File: config.mk
export PLATFORM = sky130hd
export DESIGN_NAME = heading_servo_driver
export DESIGN_NICKNAME = d
export VERILOG_FILES = /design/src/rtl/heading_servo_driver.sv
export SDC_FILE = /design/constraint.sdc
export NUM_CORES = 1
export LEC_CHECK = 0
export CORE_ASPECT_RATIO = 1.2
export CORE_MARGIN = 10
export CORE_UTILIZATION = 50
export DETAILED_ROUTE_END_ITERATION = 7
export PLACE_DENSITY_LB_ADDON = 0.25
export RECOVER_POWER = 25
export SYNTH_ARGS = -nofsm -noshare
export SYNTH_HDL_FRONTEND = slang
export SYNTH_SLANG_ARGS = --single-unit
File: constraint.sdc
create_clock -name clk -period 7 [get_ports clk]
set_input_delay 0.7 -clock clk [delete_from_list [all_inputs] [get_ports clk]]
set_output_delay 0.7 -clock clk [all_outputs]
set_load 0.02 [all_outputs]
File: src/rtl/heading_servo_driver.sv
// Turns per-frame heading/no-red reports into a slew-limited hobby-servo PWM.
// Returns the servo to centre after LOST_FRAMES consecutive frames without a target.
module heading_servo_driver #(
  parameter int unsigned CLK_HZ      = 50000000,
  parameter int unsigned FOV         = 25,
  parameter int unsigned PERIOD_US   = 20000,
  parameter int unsigned MIN_US      = 1000,
  parameter int unsigned MAX_US      = 2000,
  parameter int unsigned CENTRE_US   = 1500,
  parameter int unsigned STEP_US     = 20,
  parameter int unsigned LOST_FRAMES = 30
) (
  input  logic        clk,
  input  logic        rst_n,
  input  logic        frame_done,
  input  logic [4:0]  direction,
  input  logic        no_red,
  output logic        servo_pwm,
  output logic [11:0] pulse_us,
  output logic        tracking,
  output logic [1:0]  state
);

  localparam int unsigned PRESC   = CLK_HZ / 1000000;
  localparam int unsigned PRESC_W = (PRESC > 1) ? $clog2(PRESC) : 1;
  localparam int unsigned US_W    = (PERIOD_US > 1) ? $clog2(PERIOD_US) : 1;
  localparam int unsigned LOST_W  = $clog2(LOST_FRAMES + 1);
  localparam int unsigned PW      = 12;

  typedef enum logic [1:0] {
    ST_SEARCH = 2'd0,
    ST_TRACK  = 2'd1,
    ST_LOST   = 2'd2
  } state_e;

  state_e              state_q, state_d;
  logic [PRESC_W-1:0]  presc_q, presc_d;
  logic [US_W-1:0]     us_cnt_q, us_cnt_d;
  logic                pwm_q, pwm_d;
  logic [PW-1:0]       pulse_us_q, pulse_us_d;
  logic [PW-1:0]       target_q, target_d;
  logic [LOST_W-1:0]   lost_cnt_q, lost_cnt_d;
  logic                tracking_q, tracking_d;
  logic                evt_q, evt_d;
  logic [PW-1:0]       map_q, map_d;
  logic                nored_q, nored_d;

  logic                us_tick_c;
  logic                period_start_c;
  logic [31:0]         dir_clamped_c;
  logic [PW-1:0]       map_c;
  logic                lost_expire_c;
  logic                slew_up_c;
  logic [PW-1:0]       slew_diff_c;
  logic [PW-1:0]       slew_c;

  // Microsecond prescaler and PWM period counter
  always_comb begin
    us_tick_c      = (presc_q == PRESC_W'(PRESC - 1));
    period_start_c = us_tick_c && (us_cnt_q == US_W'(PERIOD_US - 1));
    presc_d        = us_tick_c ? '0 : presc_q + PRESC_W'(1);
    us_cnt_d       = us_cnt_q;
    if (us_tick_c) begin
      us_cnt_d = period_start_c ? '0 : us_cnt_q + US_W'(1);
    end
    pwm_d = (32'(us_cnt_q) < 32'(pulse_us_q));
  end

  // Heading-to-pulse mapping, captured one cycle after the frame strobe
  always_comb begin
    dir_clamped_c = (32'(direction) > FOV) ? 32'(FOV) : 32'(direction);
    map_c         = PW'(MIN_US + (dir_clamped_c * (MAX_US - MIN_US)) / FOV);
    evt_d         = frame_done;
    map_d         = frame_done ? map_c : map_q;
    nored_d       = frame_done ? no_red : nored_q;
  end

  assign lost_expire_c = ((32'(lost_cnt_q) + 32'd1) == LOST_FRAMES);

  // FSM state register
  always_ff @(posedge clk or negedge rst_n) begin
    if (!rst_n) begin
      state_q <= ST_SEARCH;
    end else begin
      state_q <= state_d;
    end
  end

  // FSM next state; frame reports arrive through the mapping register
  always_comb begin
    state_d = state_q;
    if (evt_q) begin
      case (state_q)
        ST_SEARCH: begin
          if (!nored_q) state_d = ST_TRACK;
        end
        ST_TRACK: begin
          if (nored_q) state_d = (LOST_FRAMES <= 1) ? ST_SEARCH : ST_LOST;
        end
        ST_LOST: begin
          if (!nored_q) begin
            state_d = ST_TRACK;
          end else if (lost_expire_c) begin
            state_d = ST_SEARCH;
          end
        end
        default: state_d = ST_SEARCH;
      endcase
    end
  end

  // FSM outputs: target pulse width, lost-frame counter, tracking flag
  always_comb begin
    target_d   = target_q;
    lost_cnt_d = lost_cnt_q;
    tracking_d = (state_d != ST_SEARCH);
    if (evt_q) begin
      case (state_q)
        ST_SEARCH: begin
          target_d   = nored_q ? PW'(CENTRE_US) : map_q;
          lost_cnt_d = '0;
        end
        ST_TRACK: begin
          if (!nored_q) begin
            target_d = map_q;
          end else if (LOST_FRAMES <= 1) begin
            target_d   = PW'(CENTRE_US);
            lost_cnt_d = '0;
          end else begin
            lost_cnt_d = LOST_W'(1);
          end
        end
        ST_LOST: begin
          if (!nored_q) begin
            target_d   = map_q;
            lost_cnt_d = '0;
          end else if (lost_expire_c) begin
            target_d   = PW'(CENTRE_US);
            lost_cnt_d = '0;
          end else begin
            lost_cnt_d = lost_cnt_q + LOST_W'(1);
          end
        end
        default: begin
          target_d   = PW'(CENTRE_US);
          lost_cnt_d = '0;
        end
      endcase
    end
  end

  // Slew limiter; pulse width only moves at the start of a PWM period
  always_comb begin
    slew_up_c   = (target_q > pulse_us_q);
    slew_diff_c = slew_up_c ? (target_q - pulse_us_q) : (pulse_us_q - target_q);
    if (32'(slew_diff_c) <= STEP_US) begin
      slew_c = target_q;
    end else if (slew_up_c) begin
      slew_c = pulse_us_q + PW'(STEP_US);
    end else begin
      slew_c = pulse_us_q - PW'(STEP_US);
    end
    pulse_us_d = period_start_c ? slew_c : pulse_us_q;
  end

  always_ff @(posedge clk or negedge rst_n) begin
    if (!rst_n) begin
      presc_q    <= '0;
      us_cnt_q   <= '0;
      pwm_q      <= 1'b0;
      pulse_us_q <= PW'(CENTRE_US);
      target_q   <= PW'(CENTRE_US);
      lost_cnt_q <= '0;
      tracking_q <= 1'b0;
      evt_q      <= 1'b0;
      map_q      <= PW'(CENTRE_US);
      nored_q    <= 1'b1;
    end else begin
      presc_q    <= presc_d;
      us_cnt_q   <= us_cnt_d;
      pwm_q      <= pwm_d;
      pulse_us_q <= pulse_us_d;
      target_q   <= target_d;
      lost_cnt_q <= lost_cnt_d;
      tracking_q <= tracking_d;
      evt_q      <= evt_d;
      map_q      <= map_d;
      nored_q    <= nored_d;
    end
  end

  assign servo_pwm = pwm_q;
  assign pulse_us  = pulse_us_q;
  assign tracking  = tracking_q;
  assign state     = state_q;

endmodule

==> flow_summary.toml <==
[drt]
dr.pass1.iters = 5
drcViolationCount = 0
vias = 8760
wirelength_um = 24700
drt_iter0_drc = 439
ant_nets = 0
vias_per_cell = 5.78
wl_per_cell_um = 16.3

[clock_network]
cts-root-buf = "clkbuf_16"
clkTransAtPathRegs_ns = 0.06
clock_path_buffers = 2
cts_tree = "yes"
clock_latency_ns = 0.34
cts_sinks = 68
cts-buffers-inserted = 9
h-tree-depth = 3

[setup_path]
worstSetupPathType = "in2reg"
required_ns = 7.28
critPathArrivalTime_ns = 10.54
max_stage_delay_ns = 0.57
worst_path_max_delay_cell = "fa_1"
worst-path-buf-inv = 7
endpoint_kind = "flip-flop"
crit_path_max_fanout = 6
cp_top_family = "compound AO/OA/AOI/OAI gates"
cp-start-kind = "primary input"

[final_layout]
nets = 1395
area_delta_synth_final_pct = 37.9
diodes = 0
fin_cells = 1515
final_layout_size_suffix_gt1_share_pct = 34.2

[min_path]
hp-class = "reg2reg"

[timing]
fin_crit_ns = 10.26
rsz0062_at_grt = "yes"
fmax_ghz = 0.0975
final-hold-violation-count = 0
finalClockSkew_ns = 0.00650
slew_violations = 69
finalSetupViolCount = 12
fin_setup_tns_ns = -31.53
worstMarginPinSlew_ns = 3.58
finalCritPeriodShare_pct = 147
max_slew_margin_pct = -138
setup_ws_ns = -3.26

[die]
io_pins = 25
die_x_um = 139
dieArea_mm2 = 0.0225
start_util_pct = 50.5
num_rows = 52
die_y_um = 162
core_mm2 = 0.0167

[yosys]
synth_cells = 1043
yosysWarnings = 0
synth-edff-count = 0
synth.avg_cell_area_um2 = 8.10
synth_cell_type_count = 109
async_reset_ff_share_pct = 100
synth_ff_type = "dfrtp_1"
ys_seq_area_share_pct = 20.5
syn_nets = 1144
syn_area_mm2 = 0.00845
yosys_register_bits = 68

[outcome]
outcome = "finished, violations left"
violations = "capacitance limit, slew limit, setup timing"

[job]
maxCapViolCount = 1

[global_routing]
overflow = 0
grt_pass1_wl_um = 41100
grt_pass1_vias = 8857
grt_usage_pct = 21.0
grt_max_degree = 69
antenna_found_initial = 0

[placement]
placed_cells = 1474
io_buffers = 24
gp_congestion = 0.941
post-dp-hpwl_um = 18800
## what timing repair did
item,4_1_cts,5_1_grt
endpoints found under the setup margin,12,12
pin swaps,25,22
buffers inserted,16,9
gates cloned,0,0
resized for setup,67,41
hold buffers,0,0
## path summary, 6_finish.rpt
kind | slack [ns] | cells after the start | from | endpoint
min in group asynchronous | 1.67 | 2 | rst_n | lost_cnt_q[1]$_DFFE_PN0P_
hold / removal | 0.50 | 1 | presc_q[5]$_DFF_PN0_ | presc_q[5]$_DFF_PN0_
hold reg to reg | 0.50 | 1 | presc_q[5]$_DFF_PN0_ | presc_q[5]$_DFF_PN0_
setup reg to reg | 1.53 | 28 | pulse_us[2]$_DFFE_PN1P_ | pulse_us[11]$_DFFE_PN0P_
setup / recovery | -3.26 | 46 | direction[1] | map_q[0]$_DFFE_PN0P_
max in group asynchronous | 3.28 | 2 | rst_n | pulse_us[11]$_DFFE_PN0P_
## stage by stage
stage | worst slack, ns | util (%) | hold slack (ns) | instance area [um2]
floorplan | -4.10 | - | 0.404 | 8650
global placement | -4.16 | 63.9 | 0.475 | 10700
detailed placement | -4.46 | 63.9 | 0.485 | 10700
CTS | -3.24 | 67.8 | 0.502 | 11300
global route | -3.68 | 69.7 | 0.520 | 11600
finish | -3.26 | 69.7 | 0.497 | 11600
## sequential cells by signal, indices dropped and copies added, names as in the netlist
register / count
evt_q: 1
lost_cnt_q: 5
map_q: 12
nored_q: 1
presc_q: 6
pulse_us: 12
servo_pwm: 1
state: 2
target_q: 12
tracking: 1
us_cnt_q: 15
## final cells by class
class	count	area, um2
clock buffers	9	225
inverters	69	267
flip-flops and latches	68	1730
fillers	1281	5070
clock inverters	7	75.1
well taps	216	270
repair buffers	277	2150
multi-input cells	869	6930
## synthesized netlist by cell type, types with 10 or more instances
master / count / area share (%)
nand4_1: 14 / 1.0
inv_1: 67 / 3.0
fa_1: 13 / 3.1
nor3_1: 22 / 1.3
xnor2_1: 52 / 5.4
nand2b_1: 12 / 0.89
o21a_1: 11 / 0.98
clkbuf_1: 26 / 1.2
a21oi_1: 85 / 5.0
o21ai_0: 67 / 4.0
xor2_1: 13 / 1.3
ha_1: 79 / 12
a21o_1: 26 / 2.3
and3_1: 14 / 1.0
nor2_1: 102 / 4.5
mux2i_1: 11 / 1.3
o21bai_1: 12 / 1.1
mux2_2: 13 / 1.7
dfstp_2: 22 / 6.8
dfrtp_1: 46 / 14
nand3_1: 40 / 2.4
nor2b_1: 11 / 0.81
nand2_1: 71 / 3.2
a31oi_1: 10 / 0.74
## layout by cell type (no fill, tap or decap), types with 12 or more instances in the layout
cell	n
a21o_1	26
buf_4	248
nand4_1	14
a21oi_1	75
clkdlybuf4s50_1	20
xnor2_1	48
dfrtp_1	46
nor3_1	22
nand2_1	63
xor2_1	12
o21ai_0	63
nand2b_1	12
nor2_1	99
inv_1	63
dfstp_2	22
o21bai_1	12
nand3_1	40
ha_1	72
## layer usage
metal | vias up | track usage (%) | wire (um)
li1 | 4328 | - | -
met1 | 4188 | 23.1 | 9920
met2 | 177 | 39.9 | 13100
met3 | 67 | 2.13 | 744
met4 | 0 | 9.31 | 911
met5 | - | 0 | 0
## cell families (layout without fill, tap and decap cells)
kind of cell             after synthesis  in the layout  share of synthesized area [%]
AO/OA/AOI/OAI                        336            336                           28.1
XOR/XNOR                              66             66                           6.93
flip-flops                            68             68                           20.5
multiplexers                          25             25                           3.17
adder cells (fa/ha/maj)               94             94                           15.0
AND/OR/NAND/NOR                      348            348                           21.1
buffers and inverters                106            362                           5.18
Power is not shown: default switching activity piles up to over one toggle a cycle in this logic, so the estimate is an artifact.
